File: config.mk
export PLATFORM = sky130hd
export DESIGN_NAME = button_event_decoder
export DESIGN_NICKNAME = d
export VERILOG_FILES = /design/src/rtl/button_event_decoder.sv
export SDC_FILE = /design/constraint.sdc
export NUM_CORES = 1
export LEC_CHECK = 0
export BUFFER_PORTS_ARGS = -buffer_cell sky130_fd_sc_hd__buf_2
export CAP_MARGIN = 10
export CORE_MARGIN = 3
export CORE_UTILIZATION = 50
export CTS_BUF_LIST = sky130_fd_sc_hd__clkbuf_4
export CTS_CLUSTER_SIZE = 25
export DETAILED_ROUTE_END_ITERATION = 16
export GPL_TIMING_DRIVEN = 0
export PLACE_DENSITY_LB_ADDON = 0.12
export SLEW_MARGIN = 40
export SYNTH_ARGS = -nofsm -noshare
export SYNTH_HDL_FRONTEND = slang
export SYNTH_SLANG_ARGS = --single-unit
File: constraint.sdc
create_clock -name clk -period 4.9 [get_ports clk]
set_input_delay 0.98 -clock clk [delete_from_list [all_inputs] [get_ports clk]]
set_output_delay 0.98 -clock clk [all_outputs]
set_load 0.05 [all_outputs]
File: src/rtl/button_event_decoder.sv
// ---------------------------------------------------------------------------
// button_event_decoder
//
// Samples one raw push-button pin, synchronises it into the clk domain,
// debounces it and decodes it into a clean pressed level plus single-cycle
// event pulses (press, release, short press, long press, optional repeat).
//
// Optional feature macro: BUTTON_AUTOREPEAT_EN
//   defined   : after a long press, repeat_pulse fires every REPEAT_MS while
//               the button stays held.
//   undefined : no repeat counter is built and repeat_pulse is tied to 0.
//
// Ports:
//   clk           in   system clock (12 MHz on the board)
//   rst           in   synchronous, active-high reset
//   btn_raw       in   asynchronous raw button pin
//   btn_level     out  debounced pressed state, 1 = pressed
//   press_pulse   out  one-cycle pulse on accepted press
//   release_pulse out  one-cycle pulse on accepted release
//   short_pulse   out  one-cycle pulse on release when no long press occurred
//   long_pulse    out  one-cycle pulse when the hold reaches LONG_MS
//   repeat_pulse  out  one-cycle auto-repeat pulse (0 unless feature enabled)
// ---------------------------------------------------------------------------
module button_event_decoder #(
   parameter int unsigned CLK_HZ      = 12_000_000,
   parameter int unsigned DEBOUNCE_MS = 20,
   parameter int unsigned LONG_MS     = 1000,
   parameter int unsigned REPEAT_MS   = 200,
   parameter int unsigned ACTIVE_LOW  = 1
) (
   input  logic clk,
   input  logic rst,
   input  logic btn_raw,
   output logic btn_level,
   output logic press_pulse,
   output logic release_pulse,
   output logic short_pulse,
   output logic long_pulse,
   output logic repeat_pulse
);

   // Cycle counts derived from the millisecond parameters.
   localparam int unsigned DB_CYC   = CLK_HZ / 1000 * DEBOUNCE_MS;
   localparam int unsigned LONG_CYC = CLK_HZ / 1000 * LONG_MS;
   localparam int unsigned REP_CYC  = CLK_HZ / 1000 * REPEAT_MS;

   localparam int unsigned DB_W   = $clog2(DB_CYC + 1);
   localparam int unsigned LONG_W = $clog2(LONG_CYC + 1);

   localparam logic [DB_W-1:0]   DB_ONE    = DB_W'(1);
   localparam logic [DB_W-1:0]   DB_LAST   = DB_W'(DB_CYC - 1);
   localparam logic [LONG_W-1:0] LONG_MAX  = LONG_W'(LONG_CYC);
   localparam logic [LONG_W-1:0] LONG_LAST = LONG_W'(LONG_CYC - 1);

   // Raw pin value that means "not pressed".
   localparam logic RAW_RELEASED = (ACTIVE_LOW != 0);

   localparam logic [1:0] ST_IDLE       = 2'd0;
   localparam logic [1:0] ST_DB_PRESS   = 2'd1;
   localparam logic [1:0] ST_PRESSED    = 2'd2;
   localparam logic [1:0] ST_DB_RELEASE = 2'd3;

   // Elaboration-time sanity checks on the derived constants.
   if (DB_CYC < 1) begin : g_db_check
      $error("button_event_decoder: debounce cycle count must be at least 1");
   end
   if (LONG_CYC < 1) begin : g_long_check
      $error("button_event_decoder: long-press cycle count must be at least 1");
   end
   if (REP_CYC < 1) begin : g_rep_check
      $error("button_event_decoder: repeat cycle count must be at least 1");
   end

   // ------------------------------------------------------------------------
   // Two-flop synchroniser. Reset loads the released level so that leaving
   // reset can never look like a press edge.
   // ------------------------------------------------------------------------
   logic sync1_q;
   logic sync2_q;
   logic btn_sync;

   always_ff @(posedge clk) begin
      if (rst) begin
         sync1_q <= RAW_RELEASED;
         sync2_q <= RAW_RELEASED;
      end else begin
         sync1_q <= btn_raw;
         sync2_q <= sync1_q;
      end
   end

   // Polarity correction: 1 = pressed regardless of pin polarity.
   assign btn_sync = sync2_q ^ RAW_RELEASED;

   // ------------------------------------------------------------------------
   // Debounce / event FSM
   // ------------------------------------------------------------------------
   logic [1:0]        state_q, state_d;
   logic [DB_W-1:0]   db_cnt_q, db_cnt_d;
   logic [LONG_W-1:0] hold_cnt_q, hold_cnt_d;
   logic              long_seen_q, long_seen_d;
   logic              level_q, level_d;
   logic              press_q, press_d;
   logic              release_q, release_d;
   logic              short_q, short_d;
   logic              long_q, long_d;

   always_comb begin
      state_d     = state_q;
      db_cnt_d    = db_cnt_q;
      hold_cnt_d  = hold_cnt_q;
      long_seen_d = long_seen_q;
      level_d     = level_q;
      press_d     = 1'b0;
      release_d   = 1'b0;
      short_d     = 1'b0;
      long_d      = 1'b0;

      case (state_q)
         ST_IDLE: begin
            if (btn_sync) begin
               if (DB_CYC == 1) begin
                  // A single stable sample is enough: accept immediately.
                  state_d     = ST_PRESSED;
                  hold_cnt_d  = '0;
                  long_seen_d = 1'b0;
                  level_d     = 1'b1;
                  press_d     = 1'b1;
               end else begin
                  state_d  = ST_DB_PRESS;
                  db_cnt_d = DB_ONE;
               end
            end
         end

         ST_DB_PRESS: begin
            if (!btn_sync) begin
               state_d = ST_IDLE;
            end else if (db_cnt_q == DB_LAST) begin
               state_d     = ST_PRESSED;
               hold_cnt_d  = '0;
               long_seen_d = 1'b0;
               level_d     = 1'b1;
               press_d     = 1'b1;
            end else begin
               db_cnt_d = db_cnt_q + 1'b1;
            end
         end

         ST_PRESSED: begin
            // Hold time runs in every PRESSED cycle, including the one where
            // the pin first reads released; it freezes only in DB_RELEASE.
            if (hold_cnt_q != LONG_MAX) begin
               hold_cnt_d = hold_cnt_q + 1'b1;
               if (hold_cnt_q == LONG_LAST && !long_seen_q) begin
                  long_d      = 1'b1;
                  long_seen_d = 1'b1;
               end
            end
            if (!btn_sync) begin
               if (DB_CYC == 1) begin
                  state_d   = ST_IDLE;
                  level_d   = 1'b0;
                  release_d = 1'b1;
                  short_d   = !long_seen_d;
               end else begin
                  state_d  = ST_DB_RELEASE;
                  db_cnt_d = DB_ONE;
               end
            end
         end

         ST_DB_RELEASE: begin
            if (btn_sync) begin
               // Bounce: resume the hold with its time and long flag intact.
               state_d = ST_PRESSED;
            end else if (db_cnt_q == DB_LAST) begin
               state_d   = ST_IDLE;
               level_d   = 1'b0;
               release_d = 1'b1;
               short_d   = !long_seen_q;
            end else begin
               db_cnt_d = db_cnt_q + 1'b1;
            end
         end

         default: begin
            state_d = ST_IDLE;
         end
      endcase
   end

   always_ff @(posedge clk) begin
      if (rst) begin
         state_q     <= ST_IDLE;
         db_cnt_q    <= '0;
         hold_cnt_q  <= '0;
         long_seen_q <= 1'b0;
         level_q     <= 1'b0;
         press_q     <= 1'b0;
         release_q   <= 1'b0;
         short_q     <= 1'b0;
         long_q      <= 1'b0;
      end else begin
         state_q     <= state_d;
         db_cnt_q    <= db_cnt_d;
         hold_cnt_q  <= hold_cnt_d;
         long_seen_q <= long_seen_d;
         level_q     <= level_d;
         press_q     <= press_d;
         release_q   <= release_d;
         short_q     <= short_d;
         long_q      <= long_d;
      end
   end

   assign btn_level     = level_q;
   assign press_pulse   = press_q;
   assign release_pulse = release_q;
   assign short_pulse   = short_q;
   assign long_pulse    = long_q;

   // ------------------------------------------------------------------------
   // Auto-repeat
   // ------------------------------------------------------------------------
`ifdef BUTTON_AUTOREPEAT_EN
   localparam int unsigned       REP_W    = $clog2(REP_CYC + 1);
   localparam logic [REP_W-1:0] REP_LAST = REP_W'(REP_CYC - 1);

   logic [REP_W-1:0] rep_cnt_q, rep_cnt_d;
   logic             repeat_q, repeat_d;

   // long_seen_q is first high in the long_pulse cycle, so counting from
   // there puts the first repeat REP_CYC cycles after it and never on it.
   always_comb begin
      rep_cnt_d = rep_cnt_q;
      repeat_d  = 1'b0;
      case (state_q)
         ST_PRESSED: begin
            if (long_seen_q) begin
               if (rep_cnt_q == REP_LAST) begin
                  rep_cnt_d = '0;
                  repeat_d  = 1'b1;
               end else begin
                  rep_cnt_d = rep_cnt_q + 1'b1;
               end
            end
         end
         ST_DB_RELEASE: begin
            rep_cnt_d = rep_cnt_q;
         end
         default: begin
            rep_cnt_d = '0;
         end
      endcase
   end

   always_ff @(posedge clk) begin
      if (rst) begin
         rep_cnt_q <= '0;
         repeat_q  <= 1'b0;
      end else begin
         rep_cnt_q <= rep_cnt_d;
         repeat_q  <= repeat_d;
      end
   end

   assign repeat_pulse = repeat_q;
`else
   assign repeat_pulse = 1'b0;
`endif

endmodule

-- Word-level counts from Yosys, hierarchy flattened
Index checks and enable logic that the tools add are counted.
- bits in registers: 52
- input port bits: 3
- output and inout port bits: 6
- bitwise operators: 6
- eq/ne operators: 16
- $add $sub $neg: 2
- mux-type cells: 28
- reduce and logical (&&, ||, !) cells: 14
- operators with widths (kind ; count):
    two-way mux 18 bit ; 5
    two-way mux 24 bit ; 3
    one-hot mux 18 bit (4 select lines) ; 1
    one-hot mux 24 bit (2 select lines) ; 1
    adder 24 x 1 -> 24 bit, second input constant ; 1
    equality test 24 bit, second input constant ; 1
    inequality test 24 bit, second input constant ; 1
    adder 18 x 1 -> 18 bit, second input constant ; 1
    equality test 18 bit, second input constant ; 1
    inequality test 2 bit, second input constant ; 8
    two-way mux 2 bit ; 6
    AND reduction 4 bit ; 3
    AND reduction 5 bit ; 2
    two-way mux 1 bit ; 9
    OR reduction 3 bit ; 3
    one-hot mux 2 bit (4 select lines) ; 1
    inequality test 3 bit, second input constant ; 2
    inverter 1 bit ; 6
    equality test 2 bit, second input constant ; 2
    one-hot mux 1 bit (2 select lines) ; 2
    nonzero test 2 bit ; 2
    OR reduction 4 bit ; 1
    equality test 2 x 1 -> 1 bit, second input constant ; 1
    logical NOT 2 bit ; 1
    other kinds (2) ; 2

-- Logic depth before layout (Yosys ltp)
- word-level depth: 5
- mapped depth: 8

-- Worst setup path before layout
OpenSTA, ideal clock, no wires.
- path type: input to register
- start point: input rst
- end point: register db_cnt_q[13]
- data arrival time: 1.806 ns
- data required time: 4.772 ns
- slack: 2.967 ns
- cell stages on the path: 5
- path through: clkbuf_1 -> inv_1 -> o21ai_0 -> clkbuf_1 -> nor2_1
- RTL lines (what ; RTL line ; RTL):
    start, declared ; 32 ; input logic rst,
    end signal, assigned ; 206 ; db_cnt_q <= db_cnt_d;
    end, declared ; 99 ; logic [DB_W-1:0] db_cnt_q, db_cnt_d;

-- Final worst setup path
- start point: register db_cnt_q[0]
- end point: register level_q, in the netlist btn_level
- word-level cells in the longest chain between the ends: 3
- RTL lines (what ; RTL line ; RTL):
    equality test 18 bit * ; 139, 177 ;
    inequality test 2 bit (no line) ; -- ;
    AND reduction 5 bit (no line) * ; -- ;
    end signal, assigned ; 209 ; level_q <= level_d;
    end, declared ; 102 ; logic level_q, level_d;
Mark *: on every way between the ends. The rest lies on a longest branch, timed or not.
A chain may end at the register's enable or synchronous reset.

==> results.toml <==
[status]
run_status = "completed"

[cts]
cts.hold.buffers_added = 0
cts_resized = 0
post_cts.repair.setup_buffers = 0
cts_root_buf = "clkbuf_4"
path_clk_slew_ps = 140
h-tree-depth = 2
clk_latency_ps = 360
clock_sinks = 52
numCtsBuffers = 5
clockBufferDepth = 2
cts_tree = "built"

[worst_setup_path]
crit_fanout = 7
crit_path_cell_trace = "ha_1, nand3_1, nor3_1, nand2_1, a311o_1"
end_kind = "register"
cp_data_arrival_time_ps = 2350
required_ps = 5160
cp_slowest_cell = "nor3_1"
r2r_end = "btn_level$_SDFFE_PP0P_"
r2r_cells = 5
rr_startpoint = "db_cnt_q[0]$_SDFFE_PP0P_"
critPathKind = "register to register"
r2r_slack_ps = 2820
cpPeakStageDelay_ps = 600
cp-start-kind = "register"

[timing]
relSlewSlack = 0.493
fin_crit_sh = 0.425
setup_viol = 0
skew_ps = 8.07
min_period_ps = 2080
tightest_slew_ps = 755
max_freq_mhz = 480
fin_setup_tns_ps = 0
slew_viol_final = 0
rsz0062_at_grt = "false"
finalHoldViolations = 0

[yosys]
ys_ff_latch = 52
ys_top_cells_by_count = "52 x dfxtp_1, 41 x nor2_1, 26 x nand2_1"
ys_async_sr_fraction = 0
synth_area_leaders = "dfxtp_1 42%, xor2_1 6.7%, nor2_1 6.2%"
synth_most_common_cell = "dfxtp_1"
syn-instance-count = 294
syn_area_per_cell_sq_um = 8.46
synth_top_area_frac = 0.418
synth_flop_cell = "dfxtp_1"
syn_area_sq_mm = 0.00249
synth_edf_count = 0
synth_largest_area_cell = "dfxtp_1"
yosys_warnings = 0
ys_types = 50
synth.net_count = 300
synth-seq-area-share = 0.418

[global_route]
grt_first_pass_wirelength_um = 8580
grt_pass1_vias = 1878
grt_usage = 0.176
antenna_found_initial = 0
grt-ovfl-total = 0
grt_max_degree = 16

[hold_path]
holdPathStages = 1
hold_end = "sync2_q$_SDFF_PP1_"
min-delay-start = "sync1_q$_SDFF_PP1_"
min_path_type = "register to register"

[final_layout]
n_antenna_cell = 0
drive_gt1_frac = 0.0942
regMostFlops = "hold_cnt_q"
final_area_sq_mm = 0.00265
largest_reg_flops = 24
finalNetCount = 313
reg.largest.list = "hold_cnt_q: 24 flops, db_cnt_q: 18 flops"
area_delta_synth_final_pct = 6.64

[floorplanning]
chipHeight_um = 76.6
io_pins = 9
design.die.area_sq_mm = 0.00586
die_x_um = 76.6
rows = 25
coreArea_sq_mm = 0.00475
start_util = 0.523

[flow_run]
cap_violations = 0

[detailed_routing]
route.detailed.drc = 0
totalWireLength_um = 4850
postRouteAntennaNets = 0
dr.pass1.iters = 4
vias_per_cell = 5.47
drt-wirelength-per-cell_um = 12.9
drt_iter0_drc = 81
vias = 2050

[pwr]
vdd_ir_drop_max_v = 0.000115
pwr_density_cell_mw_per_mm2 = 242
p_leak_uw = 0.000899

[place]
hpwlAfterDp_um = 3530
place_congestion = 0.782
place_area_sq_mm = 0.00260
numPortBuffers = 6
[layer usage]
metal	wire length (um)	vias to the layer above	share of wire	global-route usage
li1	-	1075	-	-
met1	2360	953	0.49	0.224
met2	2330	15	0.48	0.301
met3	99	7	0.020	0.0355
met4	59	0	0.012	0.0543
met5	0	-	0	0
[critical path, delay by kind of cell (launching register included)]
kind	cells	cell delay, ps
AOI/OAI and AO/OA	1	380
adders and majority gates	1	270
DFF	1	420
and+or+nand+nor	3	920
[cell type report]
cell class	instances	area, sq um
fillers	462	2100
flip-flops and latches	52	1040
multi-input cells	224	1360
well taps	67	83.8
plain buffers	11	65.1
clock buffers	5	37.5
clock inverters	3	13.8
inverters	7	26.3
repair buffers	6	30.0
[power breakdown]
part           switching [uW]  internal (uW)
registers                1.96            426
logic                    21.9           8.57
clock network             131           53.1
[cell usage in the layout (no fill, tap or decap), drive strengths merged, types with 2 or more instances in the layout]
cell,synthesis,routed
dfxtp,52,52
nor2,41,41
nand2,26,26
xor2,19,19
nand4,17,17
a21oi,16,16
nand3,14,14
buf,5,11
clkbuf,6,11
xnor2,10,10
nor3,10,10
and3,9,9
o21ai,9,9
inv,7,7
nor4,6,6
o31ai,5,5
or4,4,4
or3,3,3
a211oi,3,3
ha,3,3
and4,3,3
clkinv,0,3
nand4b,2,2
nand2b,2,2
and2,2,2
or2,2,2
nand3b,2,2
nor3b,2,2
[how the worst max path moves through the flow]
stage / cells after the start / from / to
2_1_floorplan: 5 / rst / db_cnt_q[13]$_SDFFE_PP0P_
3_3_place_gp: 5 / rst / db_cnt_q[3]$_SDFFE_PP0P_
3_5_place_dp: 5 / rst / db_cnt_q[17]$_SDFFE_PP0P_
4_1_cts: 5 / db_cnt_q[0]$_SDFFE_PP0P_ / btn_level$_SDFFE_PP0P_
5_1_grt: 5 / db_cnt_q[0]$_SDFFE_PP0P_ / btn_level$_SDFFE_PP0P_
6_report: 5 / db_cnt_q[0]$_SDFFE_PP0P_ / btn_level$_SDFFE_PP0P_
[cells by family (layout without fill, tap and decap cells)]
family,Yosys count,count (layout),synth area share
and+or+nand+nor,149,149,0.319
muxes,1,1,0.00402
xor gates and xnor gates,29,29,0.102
adders and majority gates,3,3,0.0151
DFF,52,52,0.418
other,1,1,0.00151
buffers and inverters,18,32,0.0367
AOI/OAI and AO/OA,41,41,0.104
[metrics by stage]
stage | setup WS [ps] | hold WS [ps] | utilization | cells | power, uW
floorplan | 2970 | 389 | - | 294 | 460
global placement | 2570 | 393 | 0.547 | 367 | 467
detailed placement | 2540 | 400 | 0.547 | 367 | 468
CTS | 2850 | 436 | 0.558 | 375 | 653
global route | 2680 | 447 | 0.558 | 375 | 673
finish | 2820 | 431 | 0.558 | 375 | 642
Note: power is estimated with default switching activity, not from simulation.
